`src/rtl/mem_access_sequencer.sv`:
```
// Sequences EXE/MEM data accesses onto a 32-bit req/ack memory bus,
// splitting doubles into two beats and assembling/extending load data.
//
// state   | meaning
// IDLE    | waiting for a pending access; alignment decided here
// BEAT_LO | first (or only) bus beat outstanding
// BEAT_HI | upper word of a double access outstanding
// DONE    | one cycle with stall low so the pipeline advances
module mem_access_sequencer #(
  parameter int ADDR_W  = 32,
  parameter int TIMEOUT = 16
) (
  input  logic              clk,
  input  logic              rst_n,
  input  logic              mem_read_in,
  input  logic              mem_write_in,
  input  logic              byte_in,
  input  logic              double_in,
  input  logic [63:0]       addr_in,
  input  logic [63:0]       store_data_in,
  output logic              mem_req,
  output logic              mem_we,
  output logic [ADDR_W-1:0] mem_addr,
  output logic [31:0]       mem_wdata,
  output logic [3:0]        mem_be,
  input  logic [31:0]       mem_rdata,
  input  logic              mem_ack,
  output logic              stall,
  output logic [63:0]       load_data,
  output logic              load_valid,
  output logic              misalign_err,
  output logic              bus_err
);

  typedef enum logic [1:0] {IDLE, BEAT_LO, BEAT_HI, DONE} state_t;

  state_t      state, state_nxt;
  logic        pending, aligned, acked, tmo_hit;
  logic        is_byte, is_double;
  logic [7:0]  tmo_cnt;
  logic [31:0] lo_word;
  logic [31:0] hi_wdata;
  logic        op_byte, op_double, op_write;
  logic [1:0]  op_lane;
  logic [7:0]  rd_byte;
  logic [63:0] load_ext;
  logic        unused_addr_hi;

  assign unused_addr_hi = ^addr_in[63:ADDR_W];

  // A double request takes precedence over the byte flag.
  assign is_double = double_in;
  assign is_byte   = byte_in & ~double_in;
  assign pending   = mem_read_in | mem_write_in;
  assign acked     = mem_req & mem_ack;
  assign tmo_hit   = mem_req & ~mem_ack & (tmo_cnt == 8'(TIMEOUT - 1));

  always_comb begin
    aligned = 1'b1;
    if (is_double)
      aligned = (addr_in[2:0] == 3'b000);
    else if (!is_byte)
      aligned = (addr_in[1:0] == 2'b00);
  end

  always_comb begin
    rd_byte = mem_rdata[7:0];
    case (op_lane)
      2'd0: rd_byte = mem_rdata[7:0];
      2'd1: rd_byte = mem_rdata[15:8];
      2'd2: rd_byte = mem_rdata[23:16];
      2'd3: rd_byte = mem_rdata[31:24];
      default: rd_byte = mem_rdata[7:0];
    endcase
  end

  always_comb begin
    load_ext = {{32{mem_rdata[31]}}, mem_rdata};
    if (op_double)
      load_ext = {mem_rdata, lo_word};
    else if (op_byte)
      load_ext = {{56{rd_byte[7]}}, rd_byte};
  end

  always_ff @(posedge clk or negedge rst_n) begin
    if (!rst_n) state <= IDLE;
    else        state <= state_nxt;
  end

  always_comb begin
    state_nxt = state;
    stall     = 1'b0;
    case (state)
      IDLE: begin
        if (pending) begin
          stall     = 1'b1;
          state_nxt = aligned ? BEAT_LO : DONE;
        end
      end
      BEAT_LO: begin
        stall = 1'b1;
        if (acked)        state_nxt = op_double ? BEAT_HI : DONE;
        else if (tmo_hit) state_nxt = DONE;
      end
      BEAT_HI: begin
        stall = 1'b1;
        if (acked || tmo_hit) state_nxt = DONE;
      end
      DONE:    state_nxt = IDLE;
      default: state_nxt = IDLE;
    endcase
  end

  always_ff @(posedge clk or negedge rst_n) begin
    if (!rst_n) begin
      mem_req      <= 1'b0;
      mem_we       <= 1'b0;
      mem_addr     <= '0;
      mem_wdata    <= '0;
      mem_be       <= '0;
      load_data    <= '0;
      load_valid   <= 1'b0;
      misalign_err <= 1'b0;
      bus_err      <= 1'b0;
      tmo_cnt      <= '0;
      lo_word      <= '0;
      hi_wdata     <= '0;
      op_byte      <= 1'b0;
      op_double    <= 1'b0;
      op_write     <= 1'b0;
      op_lane      <= '0;
    end else begin
      load_valid   <= 1'b0;
      misalign_err <= 1'b0;
      bus_err      <= 1'b0;
      case (state)
        IDLE: begin
          if (pending && aligned) begin
            mem_req   <= 1'b1;
            mem_we    <= mem_write_in;
            mem_addr  <= addr_in[ADDR_W-1:0];
            mem_wdata <= is_byte ? {4{store_data_in[7:0]}} : store_data_in[31:0];
            mem_be    <= is_byte ? (4'b0001 << addr_in[1:0]) : 4'hF;
            tmo_cnt   <= '0;
            hi_wdata  <= store_data_in[63:32];
            op_byte   <= is_byte;
            op_double <= is_double;
            op_write  <= mem_write_in;
            op_lane   <= addr_in[1:0];
          end else if (pending) begin
            misalign_err <= 1'b1;
          end
        end
        BEAT_LO, BEAT_HI: begin
          if (acked) begin
            tmo_cnt <= '0;
            if (state == BEAT_LO && op_double) begin
              lo_word   <= mem_rdata;
              mem_addr  <= mem_addr + ADDR_W'(4);
              mem_wdata <= hi_wdata;
            end else begin
              mem_req <= 1'b0;
              if (!op_write) begin
                load_valid <= 1'b1;
                load_data  <= load_ext;
              end
            end
          end else if (tmo_hit) begin
            mem_req <= 1'b0;
            bus_err <= 1'b1;
          end else begin
            tmo_cnt <= tmo_cnt + 8'd1;
          end
        end
        default: ;
      endcase
    end
  end

endmodule
```
`config.mk`:
```
export PLATFORM = sky130hd
export DESIGN_NAME = mem_access_sequencer
export DESIGN_NICKNAME = d
export VERILOG_FILES = /design/src/rtl/mem_access_sequencer.sv
export SDC_FILE = /design/constraint.sdc
export NUM_CORES = 1
export LEC_CHECK = 0
export BUFFER_PORTS_ARGS = -buffer_cell sky130_fd_sc_hd__buf_4
export CAP_MARGIN = 20
export CORE_UTILIZATION = 57
export DETAILED_ROUTE_END_ITERATION = 10
export GPL_ROUTABILITY_DRIVEN = 0
export PLACE_DENSITY = 0.87
export SYNTH_ARGS = -nofsm -noshare
export SYNTH_HDL_FRONTEND = slang
export SYNTH_SLANG_ARGS = --single-unit
export TNS_END_PERCENT = 20
```
`constraint.sdc`:
```
create_clock -name clk -period 5.05 [get_ports clk]
set_input_delay 0.7575 -clock clk [delete_from_list [all_inputs] [get_ports clk]]
set_output_delay 0.7575 -clock clk [all_outputs]
set_load 0.02 [all_outputs]
```
After elaboration in Yosys (flattened, before gate mapping)

Index checks and enable logic that the tools add are counted.
Widths: inputs -> output; s select.

Shifts and indexed selects: 1
$add $sub $neg: 2
Reductions and logical operators: 16
Multiplexer cells: 42
Bitwise operators: 9
Equal/unequal tests: 16

Operators by type and width:

| operator              | number |
|---|---|
| $mux 32               | 7 |
| $mux 64               | 2 |
| $pmux 32 s2           | 2 |
| $add 32x3->32 const B | 1 |
| $pmux 8 s4            | 1 |
| $mux 8                | 3 |
| $mux 1                | 17 |
| $pmux 8 s2            | 1 |
| $reduce_and 4->1      | 3 |
| $mux 2                | 5 |
| $ne 3x3->1 const B    | 3 |
| $reduce_and 3->1      | 3 |
| $add 8x1->8 const B   | 1 |
| $eq 2x2->1 const B    | 4 |
| $eq 8x4->1 const B    | 1 |
| $pmux 2 s4            | 1 |
| $logic_not 2->1       | 3 |
| $ne 2x2->1 const B    | 3 |
| $and 1x1->1           | 4 |
| $eq 2x1->1 const B    | 2 |
| $mux 4                | 1 |
| $ne 2x1->1 const B    | 2 |
| $not 1->1             | 4 |
| $pmux 1 s2            | 2 |
| 9 further kinds       | 10 |

Register bits after elaboration: 215
Output and inout port bits: 138
Logic and storage cells: 102
Input port bits: 167

Longest topological paths before layout

Word-level depth: 7
Depth in mapped cells: 10
Depth with buffers taken out: 7

Least setup slack after synthesis

OpenSTA, ideal clock, no wires.

Path kind: reg2out
Start point: reg state[0]
End point: out stall
Setup slack: 2777 ps
Data arrival time: 1515 ps
Buffers on the path: 2
Data required time: 4293 ps
Cell stages (with the launch flop): 7
Cell sequence: dfrtp_1 inv_1 ha_1 buf_2 inv_2 clkbuf_1 a21oi_1

Word-level cells in the longest chain between the ends: 3
Elaborated cells between the ends (all ways): 5
Classes of those cells: eq/ne: 2; mux: 1; reduce/logical: 2

Ends and longest elaborated chain:

| what                                            | line | text |
|---|---|---|
| start: declaration                              | 37   | `state_t state, state_nxt;` |
| start signal: assignment                        | 87   | `else state <= state_nxt;` |
| $eq 2x1->1 / $eq 2x2->1 (equally long branches) | 93   | `case (state)` |
| $reduce_or 2->1 (no source line)                | -    |  |
| $pmux 1 s2 (*)                                  | 93   |  |
| end: declaration                                | 28   | `output logic stall,` |

Every way passes the cells marked *; elsewhere a longest branch is shown, timed or not.

Worst setup path after layout

Start point: reg state[0]
End point: reg mem_addr[16]

Word-level cells in the longest chain between the ends: 4
Elaborated cells between the ends (all ways): 11
Classes of those cells: eq/ne: 5; mux: 1; reduce/logical: 5

Ends and longest elaborated chain:

| what                                                                         | line     | text |
|---|---|---|
| $eq 2x1->1 / $eq 2x2->1 (equally long branches)                              | 136, 157 |  |
| $reduce_or 2->1 (no source line) / $logic_and 1x1->1 (equally long branches) | -        |  |
| $ne 2x1->1 (no source line) / $reduce_bool 2->1 (equally long branches)      | -        |  |
| $reduce_and 4->1 (no source line)                                            | -        |  |
| end signal: assignment                                                       | 141      | `mem_addr <= addr_in[ADDR_W-1:0];` |
| end signal: assignment                                                       | 159      | `mem_addr <= mem_addr + ADDR_W'(4);` |
| end: declaration                                                             | 23       | `output logic [ADDR_W-1:0] mem_addr,` |

Parallel ways exist; a longest one is shown, timed or not.
A chain may end at the register's enable or synchronous reset.

==> results.yml <==
run_status:
  outcome: "finished clean"
worst_hold_path:
  hp-class: "in2async"
logic_synthesis:
  synth_area_leaders: "dfrtp_1 51%, nand2_1 7.5%, mux2_2 6.3%"
  avgSynthCellArea_um2: 9.464
  syn_nets: 1286
  ys_types: 69
  synth-seq-cells: 215
  yosys_warnings: 0
  synth-edff-count: 0
  synth_top_area_share: 0.5107
  async_flop_share: 1.000
  yosys.cell_count.top_type: "dfrtp_1"
  synth_common_cells: "215 x dfrtp_1, 211 x nand2_1, 83 x o21ai_0, 72 x nor2_1, 61 x nor3_1"
  ys_seq_area_frac: 0.5107
  netlist_area_mm2: 0.01053
  synth_cells: 1113
  synthFlopType: "dfrtp_1"
  synth_top_area_cell: "dfrtp_1"
power_and_ir_drop:
  power_frac_comb: 0.493
  power.net_switching_w: 0.004070
  p_leak_nw: 6.273
  seqPwrFrac: 0.327
  peakVddDrop_uv: 449.1
  p_clk_frac: 0.179
  p_int_w: 0.005424
  fin_total_pwr_w: 0.009494
  switching_share: 0.4287
  power_density_mw_per_mm2: 708.0
clock_network:
  clock-sinks: 215
  cts_buffer_depth: 3
  cts-root-buf: "clkbuf_16"
  clk_latency_ns: 0.52
  cts_buffers: 23
  postCtsHoldBufs: 0
  cts.clk_slew.worst_paths_ns: 0.06
  postCtsSetupBuffers: 0
  h-tree-depth: 1
  cts_tree: "yes"
  cts_resized: 0
cells_and_area:
  antenna_cells: 0
  drive_gt1_frac: 0.3010
  nNetsFinal: 1518
  syn2layout_area_growth_pct: 27.31
  fillers: 1306
  final_area_mm2: 0.01341
detailed_routing:
  wl_met2_um: 14840
  routed_via_density: 6.081
  wl_um: 31060
  wl_met3_um: 2831
  drcViolationCount: 0
  drt-met1-wl_um: 11990
  top_layer: "met4"
  antenna_left: 0
  wl_per_cell_um: 19.52
  via_count: 9675
  firstDrtPassIters: 6
  drt_iter0_markers: 915
global_routing:
  grt_usage: 0.3240
  grt_pass1_wl_um: 47940
  antenna_found_initial: 0
  grt-ovfl-total: 0
  grt_pass1_vias: 9196
  grt_max_degree: 140
sta:
  slew_violations: 0
  finalSetupViolCount: 0
  timing.setup.tns_ns: 0
  hold_viol_final: 0
  rsz0062_at_grt: "no"
  whs_ns: 0.3823
  min_period_ns: 3.252
  slew-limit-headroom: 0.2870
  clock-skew-final_ns: 0.02120
  period_share: 0.6439
  fmax_ghz: 0.3075
  tightest_slew_ns: 1.069
setup_path:
  cp_slowest_cell: "and2_2"
  cp.arrival_ns: 3.65
  path_class: "reg2reg"
  crit_required_ns: 5.45
  crit_chain: "inv_1 > ha_4 > nand2b_1 > a22oi_2 > and2_2 > buf_4 > a21oi_1 > a311oi_1"
  slowest_delay_ns: 0.80
  crit_path_end_kind: "register"
  cp_max_fo: 31
  critPathLaunchType: "register"
floorplan:
  die_area_mm2: 0.01903
  die_h_um: 137.9
  num_io_pins: 305
  coreArea_mm2: 0.01802
  start_util: 0.5844
  rows: 49
  fp.dieW_um: 137.9
placement:
  numPortBuffers: 272
  dp_hpwl_um: 20830
  dpl_cell_area_mm2: 0.01264
flow_run:
  max-cap-violations: 0
==> state kept, by name, indices dropped and copies added (netlist names), 2 cells and up <==
signal     flops
state          2
lo_word       32
mem_addr      32
tmo_cnt        8
hi_wdata      32
mem_be         4
op_lane        2
mem_wdata     32
load_data     64
==> power by group through the flow <==
stage                     Combinational [W]  Clock [W]  Sequential [W]
final                               0.00468    0.00170         0.00311
after global routing                0.00509    0.00178         0.00319
after CTS                           0.00467    0.00172         0.00309
after detailed placement            0.00464          0         0.00311
after global placement              0.00452          0         0.00307
after floorplan                     0.00259          0         0.00354
==> stage by stage <==
step,std cells,utilization,worst slack (ns)
global route,1591,0.7440,1.624
floorplan,1113,-,2.777
finish,1591,0.7440,1.798
detailed placement,1549,0.7015,1.815
global placement,1549,0.7015,1.846
CTS,1591,0.7440,1.865
==> worst max-delay path, delay by kind of cell, from the launching register on <==
family | cells | cell delay (ns)
and+or+nand+nor | 2 | 0.94
AOI/OAI and AO/OA | 3 | 0.86
adders and majority gates | 1 | 0.51
DFF | 1 | 0.41
buffers and inverters | 2 | 0.41
==> per-layer routing <==
layer | up-vias | GRT usage
met5 | - | 0
met4 | 0 | 0.1401
met3 | 94 | 0.08260
met2 | 504 | 0.5108
met1 | 4688 | 0.4233
li1 | 4389 | -
==> cell type report <==
cell class	count	area, um^2	share of cell area
clock inverter	11	100.1	0.007464
multi-input combinational	797	4741	0.3535
inverter	22	82.58	0.006158
timing repair buffer	286	2155	0.1607
tap	229	286.5	0.02137
sequential	215	5380	0.4012
clock buffer	31	665.6	0.04964
==> path summary, 6_finish.rpt <==
| check | cells past startpoint | slack [ns] | from | to |
|---|---|---|---|---|
| max | 8 | 1.80 | state[0] | mem_addr[16] |
| min | 1 | 0.38 | rst_n | load_data[37] |
| max reg2reg | 8 | 1.80 | state[0] | mem_addr[16] |
| min reg2reg | 2 | 0.48 | hi_wdata[17] | hi_wdata[17] |
| max in group asynchronous | 2 | 3.51 | rst_n | mem_wdata[26] |
| min in group clk | 3 | 0.42 | store_data_in[35] | hi_wdata[3] |
==> cells in the final DEF, fill, tap and decap left out, types with 10 or more instances in the layout <==
cell type / instances
o21ai_0: 83
nor2_1: 72
mux2_2: 59
and2_1: 11
a21o_1: 10
a21oi_1: 42
nand3_1: 20
buf_4: 285
dfrtp_1: 215
inv_1: 19
nand2_1: 211
nor3_1: 61
nor2b_1: 20
mux2i_1: 22
nand4_1: 11
clkbuf_16: 23
o22ai_1: 31
==> logic make-up after synthesis <==
group,after synthesis,synth area share
and+or+nand+nor,458,0.2023
AOI/OAI and AO/OA,251,0.1505
DFF,215,0.5107
buffers and inverters,101,0.04324
muxes,82,0.08611
adders and majority gates,6,0.007127
No activity file was read; power rests on OpenSTA's default activity.
